`src/rtl/vc_test_rand_delay_source_pkg.sv`:
```
// Shared constants and helpers for the random-delay test harness blocks.
// The LFSR tap mask and seed are reused by the matching random-delay sink.
package vc_test_rand_delay_source_pkg;

    // Galois right-shift mask for x^32 + x^22 + x^2 + x + 1
    localparam logic [31:0] c_lfsr_taps    = 32'h8020_0003;
    localparam logic [31:0] c_default_seed = 32'hB9A7_4F31;

    function automatic int idx_nbits(input int depth);
        return (depth > 1) ? $clog2(depth) : 1;
    endfunction

    function automatic logic [31:0] lfsr_step(input logic [31:0] cur);
        return {1'b0, cur[31:1]} ^ (cur[0] ? c_lfsr_taps : 32'h0000_0000);
    endfunction

endpackage

```
`src/rtl/vc_test_lfsr32.sv`:
```
// 32-bit Galois LFSR that steps only when enabled; seed reloads on reset.
module vc_test_lfsr32
    import vc_test_rand_delay_source_pkg::*;
#(
    parameter logic [31:0] p_seed = c_default_seed
) (
    input  logic        clk,
    input  logic        reset,
    input  logic        en,
    output logic [31:0] out
);

    logic [31:0] state_r;

    // Hold the seed in reset, advance one step per enable otherwise.
    always_ff @(posedge clk) begin
        if (!reset) begin
            state_r <= p_seed;
        end else if (en) begin
            state_r <= lfsr_step(state_r);
        end else begin
            state_r <= state_r;
        end
    end

    assign out = state_r;

endmodule

```
`src/rtl/vc_test_rand_delay_source.sv`:
```
// Message source for val/rdy test harnesses: replays stored messages in order
// with a pseudo-random idle gap of 0..max_delay cycles before each one.
module vc_test_rand_delay_source
    import vc_test_rand_delay_source_pkg::*;
#(
    parameter int          p_msg_nbits = 1,
    parameter int          p_num_msgs  = 1024,
    parameter logic [31:0] p_seed      = c_default_seed,
    localparam int         c_idx_nbits = idx_nbits(p_num_msgs)
) (
    input  logic                   clk,
    input  logic                   reset,
    input  logic [31:0]            max_delay,
    input  logic [c_idx_nbits:0]   num_msgs,
    input  logic                   load_en,
    input  logic [c_idx_nbits-1:0] load_addr,
    input  logic [p_msg_nbits-1:0] load_msg,
    output logic                   val,
    input  logic                   rdy,
    output logic [p_msg_nbits-1:0] msg,
    output logic                   done
);

    logic [p_msg_nbits-1:0] mem_r [p_num_msgs];
    logic [c_idx_nbits:0]   idx_r;
    logic [c_idx_nbits:0]   idx_next_s;
    logic [31:0]            dcnt_r;
    logic [31:0]            rnd_s;
    logic [31:0]            lfsr_s;
    logic                   done_r;
    logic                   val_s;
    logic                   fire_s;

    // The source only ever presents when the gap has expired and messages remain.
    assign val_s  = reset & (dcnt_r == 32'd0) & (idx_r < num_msgs) & ~done_r;
    assign fire_s = val_s & rdy;
    assign val    = val_s;
    assign done   = done_r;
    assign msg    = mem_r[idx_r[c_idx_nbits-1:0]];

    vc_test_lfsr32 #(
        .p_seed (p_seed)
    ) u_lfsr (
        .clk   (clk),
        .reset (reset),
        .en    (fire_s),
        .out   (lfsr_s)
    );

    // Draw the next gap from the pre-advance LFSR value and form the next index.
    always_comb begin
        rnd_s      = 32'd0;
        idx_next_s = idx_r;
        // max_delay of all-ones means modulo 2^32, which is the LFSR value itself
        if (max_delay == 32'd0) begin
            rnd_s = 32'd0;
        end else if (max_delay == 32'hFFFF_FFFF) begin
            rnd_s = lfsr_s;
        end else begin
            rnd_s = lfsr_s % (max_delay + 32'd1);
        end
        if (fire_s) begin
            idx_next_s = idx_r + (c_idx_nbits+1)'(1);
        end else begin
            idx_next_s = idx_r;
        end
    end

    // Index, gap counter and sticky done flag.
    always_ff @(posedge clk) begin
        if (!reset) begin
            idx_r  <= '0;
            dcnt_r <= 32'd0;
            done_r <= 1'b0;
        end else begin
            idx_r <= idx_next_s;
            if (fire_s) begin
                dcnt_r <= rnd_s;
            end else if (dcnt_r != 32'd0) begin
                dcnt_r <= dcnt_r - 32'd1;
            end else begin
                dcnt_r <= dcnt_r;
            end
            done_r <= done_r | (idx_next_s >= num_msgs);
        end
    end

    // Message storage survives reset; writes are blocked while reset is held.
    always_ff @(posedge clk) begin
        if (reset && load_en) begin
            mem_r[load_addr] <= load_msg;
        end
    end

endmodule

```
`config.mk`:
```
export PLATFORM = sky130hd
export DESIGN_NAME = vc_test_rand_delay_source
export DESIGN_NICKNAME = d
export VERILOG_FILES = /design/src/rtl/vc_test_rand_delay_source_pkg.sv /design/src/rtl/vc_test_lfsr32.sv /design/src/rtl/vc_test_rand_delay_source.sv
export SDC_FILE = /design/constraint.sdc
export NUM_CORES = 2
export LEC_CHECK = 0
export ABC_CLOCK_PERIOD_IN_PS = 179000
export CELL_PAD_IN_SITES_DETAIL_PLACEMENT = 0
export CELL_PAD_IN_SITES_GLOBAL_PLACEMENT = 1
export CORE_MARGIN = 3
export CORE_UTILIZATION = 41
export CTS_CLUSTER_DIAMETER = 30
export DETAILED_ROUTE_END_ITERATION = 7
export PLACE_DENSITY_LB_ADDON = 0.1
export SETUP_SLACK_MARGIN = 0.4
export SLEW_MARGIN = 40
export SYNTH_ARGS = -nofsm -noshare
export SYNTH_HDL_FRONTEND = slang
export SYNTH_SLANG_ARGS = --single-unit
```
`constraint.sdc`:
```
create_clock -name clk -period 179 [get_ports clk]
set_input_delay 44.75 -clock clk [delete_from_list [all_inputs] [get_ports clk]]
set_output_delay 44.75 -clock clk [all_outputs]
set_load 0.05 [all_outputs]
```
**Yosys cells after proc, flatten, opt, wreduce, memory -nomap -nowiden**

Memories as Yosys holds them, arrays and structs flattened. A register that Yosys moved wholly into a read port is not among the register bits.
Index checks and enable logic that the tools add are counted.

- Bits of input ports: 58
- Output and inout bits: 3
- Bits in writable memories: 1024
- Bits in registers: 76
- Logic and storage cells: 33
- Memories: 1

- Add/subtract/negate cells: 3
- Reductions and logical operators: 5
- Mux-type cells: 9
- Bitwise operators: 7
- Magnitude comparators: 2
- Divide/modulo/power cells: 1
- Equal/unequal tests: 1

Memories:

| memory | depth | bits a word | read ports | clocked after Yosys merged registers in | wr ports | RTL line | RTL |
|---|---|---|---|---|---|---|---|
| mem_r | 1024 | 1 | 1 | 1 | 1 | vc_test_rand_delay_source.sv:24 | `logic [p_msg_nbits-1:0] mem_r [p_num_msgs];` |

Operators by type and width:

| operator | number |
|---|---|
| $mux 32 | 5 |
| $logic_not 32->1 | 2 |
| $add 32x1->32 const B | 1 |
| $eq 32x32->1 const B | 1 |
| $mod 32x32->32 | 1 |
| $reduce_bool 32->1 | 1 |
| $sub 32x1->32 const B | 1 |
| $xor 31x32->32 | 1 |
| $add 11x1->11 const B | 1 |
| $ge 11x11->1 | 1 |
| $lt 11x11->1 | 1 |
| $mux 11 | 1 |
| $mux 10 | 1 |
| $and 1x1->1 | 4 |
| $mux 1 | 2 |
| $reduce_bool 2->1 | 1 |
| $logic_and 1x1->1 | 1 |
| $not 1->1 | 1 |
| $or 1x1->1 | 1 |

**Logic depth before layout (Yosys ltp)**

- Depth after elaboration: 8
- Gate-level depth with buffers: 385
- Mapped depth without buffers: 346

**Modules after synthesis**

From an unflattened synthesis, not the netlist that was laid out.

- Cells, all modules: 8373
- Area, all modules: 79905.4 µm²

Modules (own cells, without submodules):

| module | cells an instance | area each (µm²) | times used | seq. area each (µm²) |
|---|---|---|---|---|
| vc_test_rand_delay_source | 8267 | 78701.7 | 1 | 31630.3 |
| vc_test_lfsr32 | 106 | 1203.7 | 1 | 640.6 |

**Worst setup path after synthesis**

OpenSTA, ideal clock, no wires.

- Kind: input-to-reg
- From: input port max_delay[0]
- To: register dcnt_r[13]
- Stages: 354
- Buffers on the path: 51
- Arrival time: 120462 ps
- Slack: 58463 ps
- Library setup time: 74 ps
- Data required time: 178926 ps
- Cells stage by stage: ha_1 -> and3_1 -> buf_2 -> nand4_1 -> xnor2_1 -> o2111a_1 -> buf_2 -> buf_2 -> nand4_1 -> mux2_2 -> ha_1 -> o21a_1 -> nor2_1 -> or3_1 -> nor4_1 -> inv_1 -> a21oi_1 -> inv_1 -> [318 not listed] -> clkbuf_1 -> o21ai_0 -> ha_1 -> clkbuf_1 -> a41oi_1 -> o21ai_0 -> a41o_1 -> a211oi_1 -> o31ai_1 -> a221oi_1 -> a21boi_0 -> o21ai_0 -> a21o_1 -> nor3_1 -> nand2_1 -> nor2_1 -> nor2_1 -> o21ai_0

- Word-level cells in the longest chain between the ends: 5
- Elaborated cells between the ends (all ways): 7
- Those cells by class: add/sub (1); div (1); eq/ne (1); mux (3); reduce/logical (1)

RTL lines:

| element | RTL line | RTL |
|---|---|---|
| start: declaration | vc_test_rand_delay_source.sv:13 | `input logic [31:0] max_delay,` |
| $add 32x1->32 | vc_test_rand_delay_source.sv:60 | `rnd_s = lfsr_s % (max_delay + 32'd1);` |
| $mod 32x32->32 | vc_test_rand_delay_source.sv:60 |  |
| $mux 32 | vc_test_rand_delay_source.sv:57 | `end else if (max_delay == 32'hFFFF_FFFF) begin` |
| $mux 32 * | vc_test_rand_delay_source.sv:55 | `if (max_delay == 32'd0) begin` |
| $mux 32 * | vc_test_rand_delay_source.sv:77 | `if (fire_s) begin` |
| end signal: assignment | vc_test_rand_delay_source.sv:78 | `dcnt_r <= rnd_s;` |
| end signal: assignment | vc_test_rand_delay_source.sv:80 | `dcnt_r <= dcnt_r - 32'd1;` |
| end signal: assignment | vc_test_rand_delay_source.sv:82 | `dcnt_r <= dcnt_r;` |
| end: declaration | vc_test_rand_delay_source.sv:27 | `logic [31:0] dcnt_r;` |

Every way passes the cells marked *; elsewhere a longest branch is shown, timed or not.
A chain may end at the register's enable or synchronous reset.

**Worst setup path in the final report**

- From: input port max_delay[1]
- To: register dcnt_r[25]

Same word-level chain as after synthesis.

==> run summary <==
Tightest Hold Check Type -> register to register
WP buf/inv -> 30
TritonCTS clock tree -> built
Leak Pwr -> 31.6 nW
fmax -> 7.32 MHz
DIE WIDTH -> 445 µm
fillers -> 18100
Synthesized Nets -> 8867
most frequent cells in the layout -> 1528 x nor2_1, 1024 x edfxtp_1, 618 x nand2_1
via count -> 66600
postcts setup bufs -> 0
WS Path Type -> input port to register
max cap viols -> 0
Slew HR -> 37.0%
power density cells -> 10.5 nW/µm²
run status -> finished, final reports clean
CP endpoint kind -> register
CORE AREA -> 191000 µm²
Clk Latency, worst-skew pair -> 0.82 ns
first-pass GRT wire length -> 449000 µm
share of flip-flops with an asynchronous set or reset -> 0%
worst-path maximum fanout -> 32
Antenna Nets Post-Route -> 0
Post-CTS Hold Fix Bufs -> 0
HPWL after detailed placement -> 217000 µm
Slowest Stage Delay on Critical Path -> 0.76 ns
clk root buf -> clkbuf_16
worst slew pin tran -> 0.938 ns
Initial Util -> 41.4%
GRT Overall Usage -> 30.8%
Layout Cells excl Fill -> 10900
Multi-input gate area -> 44700 µm²
placed cells -> 10500
Hold Vio Cnt, Final -> 0
CTS resizes -> 0
GR Overflow Total -> 0
routed wire length -> 313000 µm
Seq cells post-synth -> 1100
num rows -> 160
Top FF cell, synth -> edfxtp_1
num ports -> 61
RSZ-0062 raised after global routing -> no
commonest non-fill, non-tap cell in the layout -> nor2_1
Peak VDD IR -> 0.0108 mV
drt initial violations -> 6551
final setup TNS -> 0 ns
clock sink count -> 1100
Worst-path clk slew -> 0.05 ns
Post-Syn Instances -> 8252
area delta synth->final -> 13.9%
vias in the first global route -> 65300
CP most frequent cell -> ha_1
initial antenna violation count -> 7
slowest stage cell, crit path -> a221oi_2
cell area after synthesis -> 79000 µm²
CTS buffer count -> 206
DIE AREA -> 198000 µm²
Setup Skew -> 0.0354 ns
DIE HEIGHT -> 445 µm
Yosys cell types -> 102
largest net degree at the start of global routing -> 164
type of origin of the critical path -> input port
H-tree depth -> 4
total iterations of the first detailed-routing run -> 5
DR WL/cell -> 28.8 µm
min cycle time layout -> 136.55 ns
post-layout util -> 47.2%
synth warn -> 0
CP top delay family -> compound AO/OA/AOI/OAI gates
Max clock buf depth -> 3
sequential fraction of the synthesis area -> 40.8%
Worst Path Required -> 179.71 ns
FF+latch area -> 32300 µm²
Post-synth EDFFs -> 1024
gpl congestion -> 1.01
port bufs -> 60
Final Net Count -> 8819
Residual DRC -> 0
syn avg cell area -> 9.57 µm²
Slew Limit Fails -> 0
share of layout cells above drive strength 1 -> 12.7%
crit share post-route -> 76.3%
final setup fails -> 0
Arr. time, crit path -> 137.25 ns
vias per cell -> 6.12
[kinds of logic (layout without fill, tap and decap cells)]
| family | after synthesis | count (layout) | synth area share [%] |
|---|---|---|---|
| mux | 461 | 461 | 8.96 |
| xor+xnor | 445 | 445 | 4.93 |
| other cells | 0 | 3 | 0 |
| flops | 1100 | 1100 | 40.8 |
| compound gates | 1893 | 1893 | 15.7 |
| fa+ha+maj | 557 | 557 | 8.83 |
| buf+inv | 703 | 832 | 3.44 |
| simple gates | 3093 | 3093 | 17.3 |
[routing by layer]
metal  part of all wire [%]  routed length, µm  up-vias  track usage, %
li1                       -                  -    30500               -
met4                    5.7              17800        2            15.2
met2                     47             148000     2349            51.8
met5                 0.0022                  7        -               0
met3                    6.3              19700      640            4.77
met1                     41             127000    33200            38.7
[tightest hold or removal path: cells and delay by family, from the launching register on]
family,cells,cell delay (ns)
DFF,1,0.31
AOI/OAI and AO/OA,2,0.23
[path summary, 6_finish.rpt]
| path | from | endpoint | slack (ns) | cells after the start |
|---|---|---|---|---|
| setup reg to reg | u_lfsr.out[31] | dcnt_r[25] | 89.41 | 322 |
| hold / removal | dcnt_r[1] | dcnt_r[1] | 0.59 | 2 |
| hold reg to reg | dcnt_r[1] | dcnt_r[1] | 0.59 | 2 |
| setup / recovery | max_delay[1] | dcnt_r[25] | 42.45 | 330 |
[cells in the mapped netlist, types with 24 or more instances]
cell type  number  share of area, %
nor4_1         44              0.35
mux2i_1       174               2.2
and2_1         56              0.44
inv_1         204              0.97
nand2_1       666               3.2
xnor2_1       263               2.9
and3_1         54              0.43
mux4_2        187               5.3
o21bai_1       37              0.35
mux2_2        100               1.4
dfxtp_1        76               1.9
o31ai_1        37              0.35
xor2_1        182               2.0
a31oi_1        80              0.63
a21boi_0       32              0.30
or3_1          49              0.39
o211ai_1       69              0.66
ha_1          556               8.8
nor3_1        167               1.1
o221ai_1       57              0.63
a21oi_1       529               3.4
edfxtp_1     1024                39
or2_2          43              0.34
o21a_1        118               1.1
a211oi_1       69              0.66
a21o_1        208               2.0
nor2_1       1536               7.3
buf_2          24              0.15
o21ai_0       318               2.0
nand2b_1       50              0.40
buf_1          96              0.46
clkbuf_1      369               1.8
nand3_1       176               1.1
nor2b_1        71              0.56
o22ai_1        73              0.58
nand4_1        85              0.67
[cell type report]
type                            count  area share (%)
Clock inverter                    156            1.88
Sequential cell                  1100            35.9
Timing Repair Buffer              242            2.30
Tap cell                         2511            3.49
Multi-Input combinational cell   6449            49.7
Clock buffer                      229            5.86
Inverter                          205           0.855
Antenna cell                        3         0.00834
[stage by stage]
stage / hold slack (ns) / worst slack (ns) / power, mW / instance area, µm²
global placement: 0.578 / 42.55 / 0.559 / 82600
floorplan: 0.466 / 58.46 / 0.478 / 79000
CTS: 0.590 / 43.92 / 0.944 / 89900
detailed placement: 0.583 / 43.42 / 0.558 / 82900
finish: 0.589 / 42.45 / 0.942 / 90000
global route: 0.641 / 35.92 / 0.983 / 90000
[power by group]
group | switching (mW) | total, mW | internal, mW
clock network | 0.139 | 0.384 | 0.244
registers | 0.00391 | 0.288 | 0.284
logic | 0.168 | 0.271 | 0.103
total | 0.311 | 0.942 | 0.631
[flip-flops by register name, summed over array words and instances, names as in the netlist]
register and count:
dcnt_r 32, mem_r 1024, done 1, u_lfsr.out 32, idx_r 11
No activity file was read; power rests on OpenSTA's default activity.
